File: config.mk
export PLATFORM = sky130hd
export DESIGN_NAME = nibble_serial_add_ctrl
export DESIGN_NICKNAME = d
export VERILOG_FILES = /design/src/rtl/nibble_serial_add_ctrl_pkg.sv /design/src/rtl/FourBitFullAdder.sv /design/src/rtl/nibble_serial_add_ctrl.sv
export SDC_FILE = /design/constraint.sdc
export NUM_CORES = 1
export LEC_CHECK = 0
export ABC_AREA = 0
export BUFFER_PORTS_ARGS = -buffer_cell sky130_fd_sc_hd__buf_2
export CORE_MARGIN = 4
export CORE_UTILIZATION = 40
export DETAILED_ROUTE_END_ITERATION = 10
export PLACE_DENSITY = 0.64
export SYNTH_ARGS = -nofsm -noshare
export SYNTH_HDL_FRONTEND = slang
export SYNTH_SLANG_ARGS = --single-unit
File: constraint.sdc
create_clock -name clk_i -period 3.15 [get_ports clk_i]
set_clock_uncertainty 0.1 [all_clocks]
set_input_delay 0.315 -clock clk_i [delete_from_list [all_inputs] [get_ports clk_i]]
set_output_delay 0.315 -clock clk_i [all_outputs]
set_load 0.02 [all_outputs]
File: src/rtl/nibble_serial_add_ctrl_pkg.sv
// Shared types and constants for the nibble-serial adder sequencer.
package nibble_serial_add_ctrl_pkg;

  localparam int NIBBLE_W = 4;

  typedef enum logic [1:0] {
    S_IDLE = 2'd0,
    S_RUN  = 2'd1,
    S_DONE = 2'd2
  } state_e;

endpackage

File: src/rtl/FourBitFullAdder.sv
// Purely combinational 4-bit full adder shared by the serial sequencer.
module FourBitFullAdder (
  input  logic [3:0] a_i,
  input  logic [3:0] b_i,
  input  logic       cin_i,
  output logic [3:0] sum_o,
  output logic       cout_o
);

  assign {cout_o, sum_o} = {1'b0, a_i} + {1'b0, b_i} + {4'b0000, cin_i};

endmodule

File: src/rtl/nibble_serial_add_ctrl.sv
// Adds two WIDTH-bit operands one nibble per clock through a single 4-bit adder,
// with valid/ready handshakes on both the operand and the result side.
module nibble_serial_add_ctrl
  import nibble_serial_add_ctrl_pkg::*;
#(
  parameter int WIDTH = 16
) (
  input  logic             clk_i,
  input  logic             rst_i,
  input  logic             in_valid_i,
  output logic             in_ready_o,
  input  logic [WIDTH-1:0] a_i,
  input  logic [WIDTH-1:0] b_i,
  input  logic             cin_i,
  output logic             out_valid_o,
  input  logic             out_ready_i,
  output logic [WIDTH-1:0] sum_o,
  output logic             cout_o,
  output logic             busy_o
);

  localparam int NIB  = WIDTH / NIBBLE_W;
  localparam int IDXW = (NIB > 1) ? $clog2(NIB) : 1;
  localparam logic [IDXW-1:0] LAST_IDX = IDXW'(NIB - 1);

  generate
    if ((WIDTH % NIBBLE_W) != 0 || WIDTH < NIBBLE_W) begin : g_bad_width
      $error("nibble_serial_add_ctrl: WIDTH must be a multiple of 4 and >= 4");
    end
  endgenerate

  state_e            state_q;
  logic [IDXW-1:0]   idx_q;
  logic              carry_q;
  logic [WIDTH-1:0]  a_q;
  logic [WIDTH-1:0]  b_q;
  logic [WIDTH-1:0]  sum_q;
  logic              cout_q;

  logic [NIBBLE_W-1:0] adderA;
  logic [NIBBLE_W-1:0] adderB;
  logic [NIBBLE_W-1:0] adderSum;
  logic                adderCout;

  assign adderA = a_q[NIBBLE_W*idx_q +: NIBBLE_W];
  assign adderB = b_q[NIBBLE_W*idx_q +: NIBBLE_W];

  FourBitFullAdder u_adder (
    .a_i   (adderA),
    .b_i   (adderB),
    .cin_i (carry_q),
    .sum_o (adderSum),
    .cout_o(adderCout)
  );

  assign in_ready_o  = (state_q == S_IDLE);
  assign out_valid_o = (state_q == S_DONE);
  assign busy_o      = (state_q == S_RUN) || (state_q == S_DONE);
  assign sum_o       = sum_q;
  assign cout_o      = cout_q;

  // The unused encoding falls back to IDLE so a corrupted state self-recovers.
  always_ff @(posedge clk_i) begin
    if (rst_i) begin
      state_q <= S_IDLE;
      idx_q   <= '0;
      carry_q <= 1'b0;
      a_q     <= '0;
      b_q     <= '0;
      sum_q   <= '0;
      cout_q  <= 1'b0;
    end else begin
      case (state_q)
        S_IDLE: begin
          if (in_valid_i) begin
            a_q     <= a_i;
            b_q     <= b_i;
            carry_q <= cin_i;
            idx_q   <= '0;
            sum_q   <= '0;
            state_q <= S_RUN;
          end
        end
        S_RUN: begin
          sum_q[NIBBLE_W*idx_q +: NIBBLE_W] <= adderSum;
          carry_q <= adderCout;
          if (idx_q == LAST_IDX) begin
            cout_q  <= adderCout;
            state_q <= S_DONE;
          end else begin
            idx_q <= idx_q + 1'b1;
          end
        end
        S_DONE: begin
          if (out_ready_i) begin
            state_q <= S_IDLE;
          end
        end
        default: state_q <= S_IDLE;
      endcase
    end
  end

endmodule

-- Yosys cells after proc, flatten, opt, wreduce, memory -nomap -nowiden
Cells that the tools add are included.
- $add $sub $neg: 4
- multiply operators: 0
- divide/modulo/power cells: 0
- magnitude comparators: 0
- equal/unequal tests: 7
- shifts and indexed selects: 4
- multiplexer cells: 12
- bitwise logic cells: 0
- reduce and logical (&&, ||, !) cells: 8
- operators by type and width (cell ; count):
    $neg 4->34 ; 1
    $shift 4x34->16 const A ; 1
    $shiftx 4x34->16 ; 1
    $pmux 16 s2 ; 1
    $shiftx 16x5->4 ; 2
    $bwmux 16 ; 1
    $mux 16 ; 1
    $mux 2 ; 5
    $pmux 2 s3 ; 1
    $reduce_and 2->1 ; 3
    $reduce_and 3->1 ; 2
    $add 4x4->5 ; 1
    $add 5x1->5 ; 1
    $eq 2x2->1 const B ; 2
    $ne 2x1->1 const B ; 2
    $ne 2x2->1 const B ; 2
    $pmux 2 s2 ; 1
    $add 2x1->2 const B ; 1
    $eq 2x1->1 const B ; 1
    $logic_not 2->1 ; 1
    $pmux 1 s2 ; 1
    $reduce_bool 2->1 ; 1
    $logic_or 1x1->1 ; 1
    $mux 1 ; 1
- flip-flop bits (word level): 54
- latch bits: 0
- RAM bits: 0
- memory bits (read-only): 0
- input port bits: 37
- output and inout bits: 20
- word-level logic and storage cells: 42
- memories: 0

-- Logic depth before layout (Yosys ltp)
- word-level depth: 6
- depth in mapped cells: 8
- mapped depth without buffers: 7

-- Hierarchy
From an unflattened synthesis, not the netlist that was laid out.
- cell total of the unflattened synthesis: 295
- area, all modules: 2622.5 um^2
- modules (own cells, without submodules) (module ; times used ; cells each ; area each (um^2) ; sequential area each (um^2)):
    nibble_serial_add_ctrl ; 1 ; 279 ; 2478.6 ; 1081.0
    FourBitFullAdder ; 1 ; 16 ; 143.9 ; 0.0

-- Worst setup path before layout
Ideal clock, no wire load.
- path kind: register to register
- start point: register idx_q[0]
- end point: register carry_q
- library setup time: 0.132 ns
- arrival time: 2.593 ns
- data required time: 2.918 ns
- path slack: 0.325 ns
- cell stages (with the launch flop): 9
- buffers on the path: 1
- clock period less this slack: 2.825 ns
- cell sequence: dfxtp_1 -> buf_6 -> mux4_1 -> fa_1 -> fa_1 -> a21o_1 -> a21oi_1 -> a21o_1 -> a21oi_1
- cells in the longest elaborated chain, start to end: 4
- elaborated cells on any way between the ends: 5
- classes of those cells: add/sub: 2; shift: 2; mux: 1
- RTL lines (what ; line ; text):
    from (decl) ; nibble_serial_add_ctrl.sv:33 ; logic [IDXW-1:0] idx_q;
    from (signal assigned) ; nibble_serial_add_ctrl.sv:91 ; idx_q <= idx_q + 1'b1;
    $shiftx 16x5->4 (on tied branches) ; nibble_serial_add_ctrl.sv:45, nibble_serial_add_ctrl.sv:46 ;
    $add 4x4->5 (*) ; FourBitFullAdder.sv:10 ; assign {cout_o, sum_o} = {1'b0, a_i} + {1'b0, b_i} + {4'b0000, cin_i};
    $add 5x1->5 (*) ; FourBitFullAdder.sv:10 ;
    $pmux 1 s2 (*) ; nibble_serial_add_ctrl.sv:73 ; case (state_q)
    to (signal assigned) ; nibble_serial_add_ctrl.sv:78 ; carry_q <= cin_i;
    to (signal assigned) ; nibble_serial_add_ctrl.sv:86 ; carry_q <= adderCout;
    to (decl) ; nibble_serial_add_ctrl.sv:34 ; logic carry_q;
Every way passes the cells marked *; elsewhere a longest branch is shown, timed or not.
A chain may end at the register's enable or synchronous reset.

-- Worst setup path in the final report
Ends and elaborated chain as after synthesis.

==> impl_metrics.toml <==
[logic_synthesis]
syn_area_per_cell_sq_um = 9.117
synth_cells = 272
synthArstFlopShare_pct = 0
synthesis.nets = 321
synth_edf_count = 0
synthesis.area_sq_um = 2480
ys_types = 38
yosys.area.top_type_share_pct = 43.59
ys_ff_latch = 54
yosysWarnings = 0
synth_seq_area_share_pct = 43.59
yosys_most_used_dff = "dfxtp_1"
synth_top_area_cell = "dfxtp_1"
synth_area_leaders = "dfxtp_1 44%, nand2_1 10%, a21oi_1 7.5%"

[power]
p_seq_share_pct = 49.0
combPwrFrac_pct = 20.1
power_density_nw_per_um2 = 525.3
vdd_drop_max_v = 0.0002560
p_int_mw = 1.084
power.leakage_nw = 1.253
pwr-share-clk_pct = 30.9
netSwitchingPower_mw = 0.4438
sw_frac_of_total_pct = 29.06

[global_routing]
grt_pass1_wl_um = 9377
antenna_found_initial = 0
grt_use_total_pct = 15.80
grt_start_max_net_pins = 55
grt_pass1_vias = 2017
grt_overflow = 0

[place]
gp_congestion = 0.8104
place_inst = 389
numPortBuffers = 56
dp_hpwl_um = 4053
dp_slack_ns = 0.2925

[timing]
worst_pin_slew_ns = 0.9445
hold_viol = 0
fin_crit_ns = 2.872
slew_violations = 0
fin_setup_tns_ns = 0
timing.final.setup_violations = 0
fin_crit_sh_pct = 91.18
rsz0062_at_grt = "false"
fmax_ghz = 0.3482
fin_ws_ns = 0.2779
relSlewSlack_pct = 37.03

[critical_path]
critPathLaunchType = "register"
crit_arrival_ns = 2.93
worstPathRequired_ns = 3.21
timing.critical_path.fanout_max = 7
critPathKind = "register to register"
endpoint_kind = "register"

[die]
initial_core_util_pct = 41.64
die_area_sq_um = 7524
rows = 28
fp.dieH_um = 86.74
core_area_sq_um = 5956
pin_count = 57
die_w_um = 86.74

[drt]
wl_per_cell_um = 14.01
drt_iter0_drc = 61
wl_um = 5562
drtPass1Iterations = 4
ant_nets = 0
drc = 0
dr_total_vias = 2042
vias_per_cell = 5.144

[clock_network]
post_cts_buffers = 0
cts_tree = "built"
h-tree-depth = 2
cts_made_buffers = 5
clock_path_buffers = 2
cts.clk_slew.worst_paths_ns = 0.10
cts_sinks = 54
worstSkewPairLatency_ns = 0.31
cts-root-buf = "clkbuf_8"
hold_buffers = 0
cts_resized = 0

[finish]
post_layout_nonfiller_instances = 397
n_antenna_cell = 0
multiInputGateArea_sq_um = 1291
seq_area_sq_um = 1081
layout-drive-gt1-share_pct = 24.22
fin_nets = 370
fill_cells = 577
syn_to_final_growth_pct = 17.26

[hold_path]
hold_path.class = "input port to register"

[run]
drv_cap = 0

[outcome]
status = "finished, final reports clean"
==> cells in the mapped netlist, types with 3 or more instances <==
master / count
a32oi_1: 4
ha_1: 10
nand2_1: 68
a21oi_1: 37
dfxtp_1: 54
inv_1: 3
o21ai_1: 4
a21o_1: 3
nor2_1: 19
buf_2: 5
clkbuf_1: 11
a22oi_1: 12
mux4_1: 7
==> placed cells by master (no fill, tap or decap), types with 2 or more instances in the layout <==
master | netlist | final
a21o_1 | 3 | 3
a21oi_1 | 37 | 37
a22oi_1 | 12 | 12
a31oi_1 | 2 | 2
a32oi_1 | 4 | 4
buf_2 | 5 | 56
buf_4 | 0 | 4
clkbuf_8 | 0 | 5
dfxtp_1 | 54 | 54
fa_1 | 2 | 2
ha_1 | 10 | 10
inv_1 | 3 | 3
inv_2 | 2 | 2
mux4_1 | 7 | 7
nand2_1 | 68 | 68
nand2b_1 | 2 | 2
nand3_1 | 2 | 2
nor2_1 | 19 | 19
nor2b_1 | 2 | 2
nor3_2 | 2 | 2
nor3b_1 | 2 | 2
nor4_4 | 2 | 2
o21ai_1 | 4 | 4
==> per-stage QoR <==
stage	power (mW)	hold WS [ns]	area, sq um	util [%]
after CTS	1.546	0.1197	2908	48.82
after detailed placement	1.073	0.3446	2795	46.93
after floorplan	0.9890	0.3315	2480	-
after global placement	1.070	0.3395	2795	46.93
after global routing	1.609	0.1168	2908	48.82
final	1.527	0.1274	2908	48.82
==> sequential cells by signal, indices dropped and copies added (netlist names) <==
name,count
b_q,16
idx_q,2
a_q,16
carry_q,1
sum_o,16
state_q,2
cout_o,1
==> logic make-up after synthesis <==
logic type      count (synthesis)  synth area share (%)
buf+inv                        23                 4.339
fa+ha+maj                      12                 6.660
compound gates                 68                 16.60
simple gates                  104                 19.27
mux                            10                 9.183
xor+xnor                        1                0.3532
flops                          54                 43.59
==> layer usage <==
metal / vias up / part of all wire [%] / global-route usage [%]
li1: 1044 / - / -
met1: 944 / 46 / 20.19
met2: 47 / 48 / 26.63
met3: 7 / 4.5 / 3.137
met4: 0 / 1.3 / 5.382
met5: - / 0 / 0
==> power by group through the flow <==
stage | logic (mW) | clock network (mW) | registers [mW]
finish | 0.307 | 0.472 | 0.748
global route | 0.345 | 0.510 | 0.754
CTS | 0.311 | 0.486 | 0.749
detailed placement | 0.308 | 0 | 0.765
global placement | 0.306 | 0 | 0.764
floorplan | 0.230 | 0 | 0.759
==> layout make-up <==
class	count	area share (%)
clock buffer	5	2.367
timing repair buffer	60	10.67
multi-input combinational	195	44.41
clock inverter	3	1.506
inverter	5	0.6454
sequential	54	37.18
tap	75	3.227
==> path summary, 6_finish.rpt <==
kind	startpoint	end	slack [ns]	cells past startpoint
max	idx_q[0]	carry_q	0.28	7
min	a_i[12]	a_q[12]	0.13	3
max reg2reg	idx_q[0]	carry_q	0.28	7
min reg2reg	a_q[5]	a_q[5]	0.36	2
==> worst max-delay path, cell delays in order (launching register included) <==
cell	delay, ns
dfxtp_1	0.53
mux4_1	0.64
fa_1	0.46
fa_1	0.42
a21o_1	0.17
a21oi_1	0.20
a21o_1	0.14
a21oi_1	0.06
No activity file was read; power rests on OpenSTA's default activity.
